**config.mk**
```make
export PLATFORM = sky130hd
export DESIGN_NAME = lfsr_victim_sel
export DESIGN_NICKNAME = d
export VERILOG_FILES = /design/src/rtl/cache_pkg.sv /design/src/rtl/lfsr7_en.sv /design/src/rtl/lfsr_victim_sel.sv
export SDC_FILE = /design/constraint.sdc
export NUM_CORES = 1
export LEC_CHECK = 0
export ABC_AREA = 1
export CAP_MARGIN = 20
export CORE_UTILIZATION = 32
export DETAILED_ROUTE_END_ITERATION = 7
export GPL_ROUTABILITY_DRIVEN = 0
export PLACE_DENSITY_LB_ADDON = 0.1
export SYNTH_ARGS = -nofsm -noshare
export SYNTH_HDL_FRONTEND = slang
export SYNTH_HIERARCHICAL = 1
export SYNTH_SLANG_ARGS = --single-unit
export TNS_END_PERCENT = 100
```
**constraint.sdc**
```tcl
create_clock -name clk -period 1 [get_ports clk]
set_input_delay 0.2 -clock clk [delete_from_list [all_inputs] [get_ports clk]]
set_output_delay 0.2 -clock clk [all_outputs]
set_load 0.03 [all_outputs]
```
**src/rtl/cache_pkg.sv**
```systemverilog
// Shared cache replacement definitions: LFSR constants and generic
// one-hot/binary helpers sized for the widest supported cache (128 ways).
package cache_pkg;

    // Replacement LFSR geometry
    localparam int unsigned LFSR_W = 7;
    localparam logic [LFSR_W-1:0] LFSR_SEED = 7'h01;
    // Feedback taps at bit positions 6, 5, 3 and 0
    localparam logic [LFSR_W-1:0] LFSR_TAPS = 7'b110_1001;

    // Widest supported way count; helpers work at this width and callers
    // cast the result down to their own NUMWAYS / LOGNUMWAYS.
    localparam int unsigned MAX_WAYS = 128;
    localparam int unsigned MAX_LOG  = 7;

    // One-hot to binary. A multi-hot input returns the OR of all set indices.
    function automatic logic [MAX_LOG-1:0] oneHotToBin(input logic [MAX_WAYS-1:0] oneHot);
        logic [MAX_LOG-1:0] bin;
        bin = '0;
        for (int i = 0; i < MAX_WAYS; i++) begin
            if (oneHot[i]) begin
                bin = bin | MAX_LOG'(i);
            end
        end
        return bin;
    endfunction

    // Binary to one-hot decode.
    function automatic logic [MAX_WAYS-1:0] binToOneHot(input logic [MAX_LOG-1:0] bin);
        logic [MAX_WAYS-1:0] oneHot;
        oneHot      = '0;
        oneHot[bin] = 1'b1;
        return oneHot;
    endfunction

    // Keep only the lowest-indexed set bit; zero in gives zero out.
    function automatic logic [MAX_WAYS-1:0] lowestSet(input logic [MAX_WAYS-1:0] vec);
        logic [MAX_WAYS-1:0] oneHot;
        logic                found;
        oneHot = '0;
        found  = 1'b0;
        for (int i = 0; i < MAX_WAYS; i++) begin
            if (vec[i] && !found) begin
                oneHot[i] = 1'b1;
                found     = 1'b1;
            end
        end
        return oneHot;
    endfunction

endpackage

```
**src/rtl/lfsr7_en.sv**
```systemverilog
// Enabled 7-bit Fibonacci LFSR. Asynchronous active-low reset loads the seed;
// the feedback includes bit 0, so the map is invertible and never reaches 0.
module lfsr7_en
    import cache_pkg::*;
(
    input  logic              clk,
    input  logic              reset,
    input  logic              en,
    output logic [LFSR_W-1:0] state
);

    logic [LFSR_W-1:0] stateReg;
    logic              feedback;

    // XOR of the tapped bits becomes the new MSB
    always_comb begin
        feedback = ^(stateReg & LFSR_TAPS);
    end

    // Shift right by one on each enabled cycle, seed on reset
    always_ff @(posedge clk or negedge reset) begin
        if (!reset) begin
            stateReg <= LFSR_SEED;
        end else if (en) begin
            stateReg <= {feedback, stateReg[LFSR_W-1:1]};
        end
    end

    assign state = stateReg;

endmodule

```
**src/rtl/lfsr_victim_sel.sv**
```systemverilog
// Random-replacement victim selector. Prefers the lowest invalid way; when
// the set is full the victim comes from the low bits of the LFSR. Also
// binary-encodes the hit vector for the datapath.
module lfsr_victim_sel
    import cache_pkg::*;
#(
    parameter int unsigned NUMWAYS = 4
) (
    input  logic                       clk,
    input  logic                       reset,
    input  logic                       FlushStage,
    input  logic                       LRUWriteEn,
    input  logic [NUMWAYS-1:0]         ValidWay,
    input  logic [NUMWAYS-1:0]         HitWay,
    output logic [$clog2(NUMWAYS)-1:0] HitWayEnc,
    output logic [NUMWAYS-1:0]         VictimWay,
    output logic [LFSR_W-1:0]          LfsrState
);

    localparam int unsigned LOGNUMWAYS = $clog2(NUMWAYS);

    // Reject unsupported way counts at elaboration
    if (NUMWAYS < 2 || NUMWAYS > MAX_WAYS || (NUMWAYS & (NUMWAYS - 1)) != 0) begin : gBadNumWays
        $error("lfsr_victim_sel: NUMWAYS must be a power of two in 2..128");
    end

    logic                  lfsrEn;
    logic [LFSR_W-1:0]     lfsrState;
    logic                  allValid;
    logic [NUMWAYS-1:0]    invalidWay;
    logic [MAX_WAYS-1:0]   firstZero;
    logic [LOGNUMWAYS-1:0] firstZeroWay;
    logic [LOGNUMWAYS-1:0] victimEnc;

    // A flush squashes the replacement update, so it also blocks the advance
    always_comb begin
        lfsrEn = LRUWriteEn & ~FlushStage;
    end

    lfsr7_en u_lfsr (
        .clk   (clk),
        .reset (reset),
        .en    (lfsrEn),
        .state (lfsrState)
    );

    // Victim choice: lowest invalid way wins, otherwise the LFSR low bits
    always_comb begin
        allValid     = &ValidWay;
        // Invert at native width before widening so padding stays zero
        invalidWay   = ~ValidWay;
        firstZero    = lowestSet(MAX_WAYS'(invalidWay));
        firstZeroWay = LOGNUMWAYS'(oneHotToBin(firstZero));
        victimEnc    = allValid ? lfsrState[LOGNUMWAYS-1:0] : firstZeroWay;
        VictimWay    = NUMWAYS'(binToOneHot(MAX_LOG'(victimEnc)));
    end

    // Hit vector encode; multi-hot ORs the indices together
    always_comb begin
        HitWayEnc = LOGNUMWAYS'(oneHotToBin(MAX_WAYS'(HitWay)));
    end

    assign LfsrState = lfsrState;

endmodule

```
==> results of run 1 <==
==> metrics by stage <==
stage                     power (mW)  cell area, um^2  worst slack (ns)  hold WS (ns)
after global placement          1.28              744            -0.679         0.477
after global routing            1.90              900            -0.441         0.221
final                           1.79              900            -0.398         0.205
after CTS                       1.76              873            -0.413         0.208
after detailed placement        1.29              744            -0.698         0.477
after floorplan                0.972              483            -0.299       -0.0956
==> worst max-delay path by stage <==
stage                   endpoint  slack (ns)
finish              VictimWay[1]       -0.40
global route        VictimWay[1]       -0.44
CTS                 VictimWay[2]       -0.41
detailed placement  HitWayEnc[1]       -0.70
global placement    HitWayEnc[0]       -0.68
floorplan           VictimWay[3]       -0.30
==> cell usage after synthesis <==
library cell | number | area, um^2
and2_1 | 1 | 6.26
nor2_2 | 2 | 12.5
nand3_1 | 1 | 5.00
dfstp_2 | 1 | 26.3
o21ai_0 | 3 | 15.0
dfrtp_1 | 6 | 150
nor2_1 | 3 | 11.3
o21ai_1 | 2 | 10.0
inv_2 | 3 | 11.3
or2_2 | 2 | 12.5
inv_1 | 5 | 18.8
nand2_1 | 27 | 101
nand2_2 | 3 | 18.8
a21boi_2 | 1 | 11.3
nor3_1 | 1 | 5.00
buf_6 | 1 | 11.3
a21oi_2 | 1 | 8.76
==> timing repair <==
item                                    in CTS  in global routing
pin swaps                                   10                  5
setup buffers                                6                  1
gates cloned                                 0                  1
endpoints found under the setup margin      15                 18
resized for setup                           38                 15
==> area by class of cell <==
type	instances	share of cell area
Clock buffer	4	0.0292
Inverter	8	0.0389
Multi-Input combinational cell	47	0.317
Sequential cell	7	0.199
Tap cell	14	0.0195
Timing Repair Buffer	37	0.396
==> where the power goes <==
group	total [mW]	switching [mW]	internal, mW	leakage (nW)
clock	0.255	0.102	0.152	0.0150
sequential	0.462	0.0765	0.385	0.0849
combinational	1.07	0.578	0.491	0.361
total	1.79	0.757	1.03	0.461
==> cell families (layout without fill, tap and decap cells) <==
logic type / Yosys count / count (layout) / share of synthesized area
buffers and inverters: 9 / 49 / 0.0948
AOI/OAI and AO/OA: 7 / 7 / 0.103
DFF: 7 / 7 / 0.405
and+or+nand+nor: 40 / 40 / 0.397
==> layer usage <==
metal  GRT usage  routed length [um]  up-vias
li1            -                   -      272
met1       0.194                 510      243
met2       0.367                 658       31
met3      0.0347                  85        4
met4       0.103                  13        0
met5           0                   0        -
==> cell usage in the layout (no fill, tap or decap), types with 2 or more instances in the layout <==
cell type and count:
o21ai_0 2, buf_4 11, inv_2 4, dfrtp_2 2, inv_1 3, nor2_4 3
nand2_2 9, nor2_2 2, dfrtp_1 4, or2_4 2, clkbuf_4 3, dlygate4sd2_1 4
clkdlybuf4s50_1 2, o21ai_1 2, nand2_1 21, clkdlybuf4s15_1 2, dlymetal6s2s_1 2, buf_6 15
==> key figures, run 1 <==
Outcome
  • Outcome: complete, but fails checks
  • Failing checks: negative setup slack

STA
  • Final TNS setup: -1.95 ns
  • Clock skew: 0.00209 ns
  • FMAX: 715 MHz
  • Slew at the pin with the worst max-slew slack: 0.311 ns
  • Max Slew Vio Count: 0
  • Crit share post-route: 1.40
  • Final WS setup: -0.398 ns
  • Slew HR: 0.792
  • Tmin final: 1.40 ns
  • Final hold violations: 0
  • RSZ-0062 raised after global routing: true
  • Final setup vio count: 8

Power and ir drop
  • Pwr dens: 1990 nW/um^2
  • Leak: 0.461 nW
  • Worst VDD drop: 1.45 mV

Clock network
  • Clk_lat worst skew: 0.25 ns
  • Hold buffers post-CTS: 0
  • H-tree Lvls: 1
  • CTS tree: yes
  • Total clock buffers created by CTS: 3
  • CTS root buf: clkbuf_4
  • Clock transition at path regs: 0.05 ns
  • Clock sink total: 7
  • Maximum buffer depth of the clock tree: 2

Worst setup path
  • WP data required: 0.80 ns
  • Worst Setup End Kind: output pin
  • Max incr delay on CP: 0.53 ns
  • Crit path depth: 5
  • CP Max Fanout: 2
  • CP Data Arrival Time: 1.20 ns
  • Worst Setup SP: u_lfsr/state[0]
  • CP top delay family: flip-flops
  • Worst reg-to-reg setup slack: -0.09 ns
  • R2r startpoint: u_lfsr/state[0]
  • CP most frequent cell: nand2_2
  • CP max-delay cell: dfstp_2
  • Crit path launch type: flop
  • WP buf/inv: 2
  • CP Cell Sequence: inv_2, nand2_2, nand2_2, nor2_4, buf_6
  • Cells on worst reg2reg path: 7
  • RR Endpoint: u_lfsr/state[6]
  • Critical path class: flop to output pin

Synth
  • Yosys cell types: 17
  • Sequential cell area fraction in the yosys report: 0.405
  • Synth Register Bits: 7
  • Syn nets: 75
  • Yosys warning total: 6
  • Cell area after synthesis: 435 um^2
  • Cells after synthesis: 63
  • Syn Area/Cell: 6.91 um^2

Detailed routing
  • 1st-iter DRT viols: 22
  • Antenna viol nets, final: 0
  • Routed len/inst: 10.8 um
  • Final WL: 1270 um
  • # DRC: 0
  • Total number of vias: 550
  • Vias per inst: 4.70
  • DR pass1 iterations: 4

Finish
  • Ratio of cells with drive above 1 in the final layout: 0.573
  • Reg area: 179 um^2
  • Util after Layout: 0.758
  • Number of flip-flops in the largest register: 7
  • Layout area overhead: 107%
  • Final Non-Filler Cells: 117
  • Number of diodes: 0
  • FILL cells: 88
  • Nets: 116
  • Area of the multi-input gates: 285 um^2

GRT
  • GRT overflow: 0
  • Vias in the first global route: 466
  • Maximum number of pins on one net before global-route repair: 10
  • First-pass GRT wire length: 1880 um
  • Antenna violations before repair: 0
  • Total track usage: 0.193

Placement
  • Input/output buffers: 23
  • DP Wirelength: 770 um
  • Dpl cells: 106

Floorplan
  • Starting Density: 0.367
  • Row count: 12
  • Chip Height: 38.9 um
  • Core region area: 1190 um^2
  • Die area: 1510 um^2
  • Die X: 38.9 um
  • I/O pins: 25

Hold path
  • HP Class: input pin to asynchronous set/reset pin

Run
  • Max-capacitance violation count: 0
(Power assumes the default switching activity.)
==> run 2: changes to the inputs <==
CORE_MARGIN = 5   (was not set)
==> key figures, run 2 (synthesis gave the netlist of run 1 again) <==
Placement
  • Placed Area: 753 um^2 (+1.2%)
  • Input/output buffers: 23 (unchanged)
  • DP Wirelength: 944 um (+23%)

Run
  • Max-capacitance violation count: 0 (unchanged)

GRT
  • Total track usage: 0.132 (-0.0611)
  • First-pass GRT wire length: 2040 um (+8.4%)
  • GRT overflow: 0 (unchanged)
  • Maximum number of pins on one net before global-route repair: 10 (unchanged)
  • Antenna violations before repair: 0 (unchanged)
  • Vias in the first global route: 535 (+15%)

Floorplan
  • Die X: 46.9 um (+21%)
  • Starting Density: 0.335 (-0.0325)
  • Chip Height: 46.9 um (+21%)
  • Row count: 13 (+1)
  • Die area: 2200 um^2 (+45%)
  • Core region area: 1300 um^2 (+9.7%)
  • I/O pins: 25 (unchanged)

Detailed routing
  • 1st-iter DRT viols: 4 (-82%)
  • Total number of vias: 554 (+0.73%)
  • DR pass1 iterations: 3 (-1)
  • Routed len/inst: 11.4 um (+5.7%)
  • Final WL: 1400 um (+10%)
  • Antenna viol nets, final: 0 (unchanged)
  • Vias per inst: 4.54 (-3.4%)
  • # DRC: 0 (unchanged)

Worst setup path
  • CP Cell Sequence: inv_2, nand2_2, nand2_2, nor2_4, buf_6
  • WP buf/inv: 2 (unchanged)
  • Critical path class: flop to output pin
  • Worst reg-to-reg setup slack: -0.29 ns (-0.20 ns)
  • Crit path depth: 5 (unchanged)
  • Max incr delay on CP: 0.53 ns (about the same)
  • Worst Setup SP: u_lfsr/state[0]
  • CP most frequent cell: nand2_2
  • CP max-delay cell: dfstp_2
  • CP Max Fanout: 2 (unchanged)
  • CP top delay family: flip-flops
  • R2r startpoint: u_lfsr/state[0]
  • Cells on worst reg2reg path: 10 (+3)
  • CP Data Arrival Time: 1.21 ns (about the same)
  • Crit path launch type: flop
  • WP data required: 0.80 ns (about the same)
  • RR Endpoint: u_lfsr/state[6]
  • Setup crit end: VictimWay[1]
  • Worst Setup End Kind: output pin

Finish
  • Layout area overhead: 122%
  • Nets: 120 (+3.4%)
  • Util after Layout: 0.742 (-0.0161)
  • Commonest non-fill, non-tap cell in the layout: nand2_1
  • Number of diodes: 0 (unchanged)
  • Commonest cells after routing, fill and taps aside: nand2_1 (20), buf_6 (18), buf_4 (12), nand2_2 (8), dfrtp_1 (5)
  • Number of flip-flops in the largest register: 7 (unchanged)
  • Design Area, Final: 966 um^2 (+7.4%)
  • Ratio of cells with drive above 1 in the final layout: 0.598 (+0.0253)

Clock network
  • Hold buffers post-CTS: 0 (unchanged)
  • Clk_lat worst skew: 0.25 ns (about the same)
  • Clock sink total: 7 (unchanged)
  • Clock transition at path regs: 0.05 ns (about the same)
  • Total clock buffers created by CTS: 3 (unchanged)
  • CTS root buf: clkbuf_4
  • Maximum buffer depth of the clock tree: 2 (unchanged)
  • CTS tree: yes
  • H-tree Lvls: 1 (unchanged)

Power and ir drop
  • Pwr dens: 1950 nW/um^2 (-1.7%)
  • Leak: 0.497 nW (+7.8%)
  • Worst VDD drop: 1.19 mV (-18%)
  • Final Total Pwr: 1.89 mW (+5.5%)

Outcome
  • Failing checks: negative setup slack
  • Outcome: complete, but fails checks

STA
  • Slew HR: 0.795 (+0.00278)
  • Final WS setup: -0.407 ns (-0.00818 ns)
  • Clock skew: 0.00216 ns (+0.0000675 ns)
  • Final setup vio count: 10 (+2)
  • RSZ-0062 raised after global routing: true
  • Crit share post-route: 1.41 (+0.00818)
  • Tmin final: 1.41 ns (+0.00818 ns)
  • Final TNS setup: -2.52 ns (-0.576 ns)
  • Slew at the pin with the worst max-slew slack: 0.307 ns (-0.00415 ns)
  • Max Slew Vio Count: 0 (unchanged)
  • FMAX: 711 MHz (-0.58%)
  • Final hold violations: 0 (unchanged)

Hold path
  • HP Class: input pin to asynchronous set/reset pin
## run 2: worst min path at each step
stage                                 end  slack, ns  cells after the start
after floorplan           u_lfsr/state[1]       -0.1                      0
after global placement    u_lfsr/state[3]       0.48                      1
after detailed placement  u_lfsr/state[3]       0.48                      1
after CTS                 u_lfsr/state[2]       0.21                      1
after global routing      u_lfsr/state[2]       0.22                      1
final                     u_lfsr/state[2]       0.21                      1
## run 2: area by class of cell
| class | count | area, um^2 |
|---|---|---|
| fill | 101 | 335 |
| inverter | 8 | 37.5 |
| timing repair buffer | 41 | 404 |
| sequential | 7 | 178 |
| clock buffer | 4 | 26.3 |
| tap | 15 | 18.8 |
| multi-input combinational | 47 | 302 |
## run 2: stage by stage
step                hold slack, ns  setup WS (ns)  instances
floorplan                  -0.0956         -0.299         63
global placement             0.477         -0.682        108
detailed placement           0.475         -0.710        108
CTS                          0.206         -0.425        118
global route                 0.220         -0.474        122
finish                       0.206         -0.407        122
## run 2: metal layers
layer | vias to the layer above | global-route usage | wire (um)
met5 | - | 0 | 0
met3 | 2 | 0.0345 | 100
li1 | 283 | - | -
met4 | 0 | 0.0773 | 12
met1 | 253 | 0.124 | 486
met2 | 16 | 0.252 | 796
## run 2: power by group
group	switching, mW	internal (mW)
Clock	0.101	0.152
Combinational	0.600	0.571
Sequential	0.0804	0.382
Total	0.781	1.10
## run 2: repair_timing
item / in CTS / in global routing
hold endpoints to repair: 0 / 0
resized for setup: 36 / 22
cloned: 0 / 1
setup buffers: 6 / 3
pin swaps: 11 / 3
setup endpoints to repair: 15 / 17
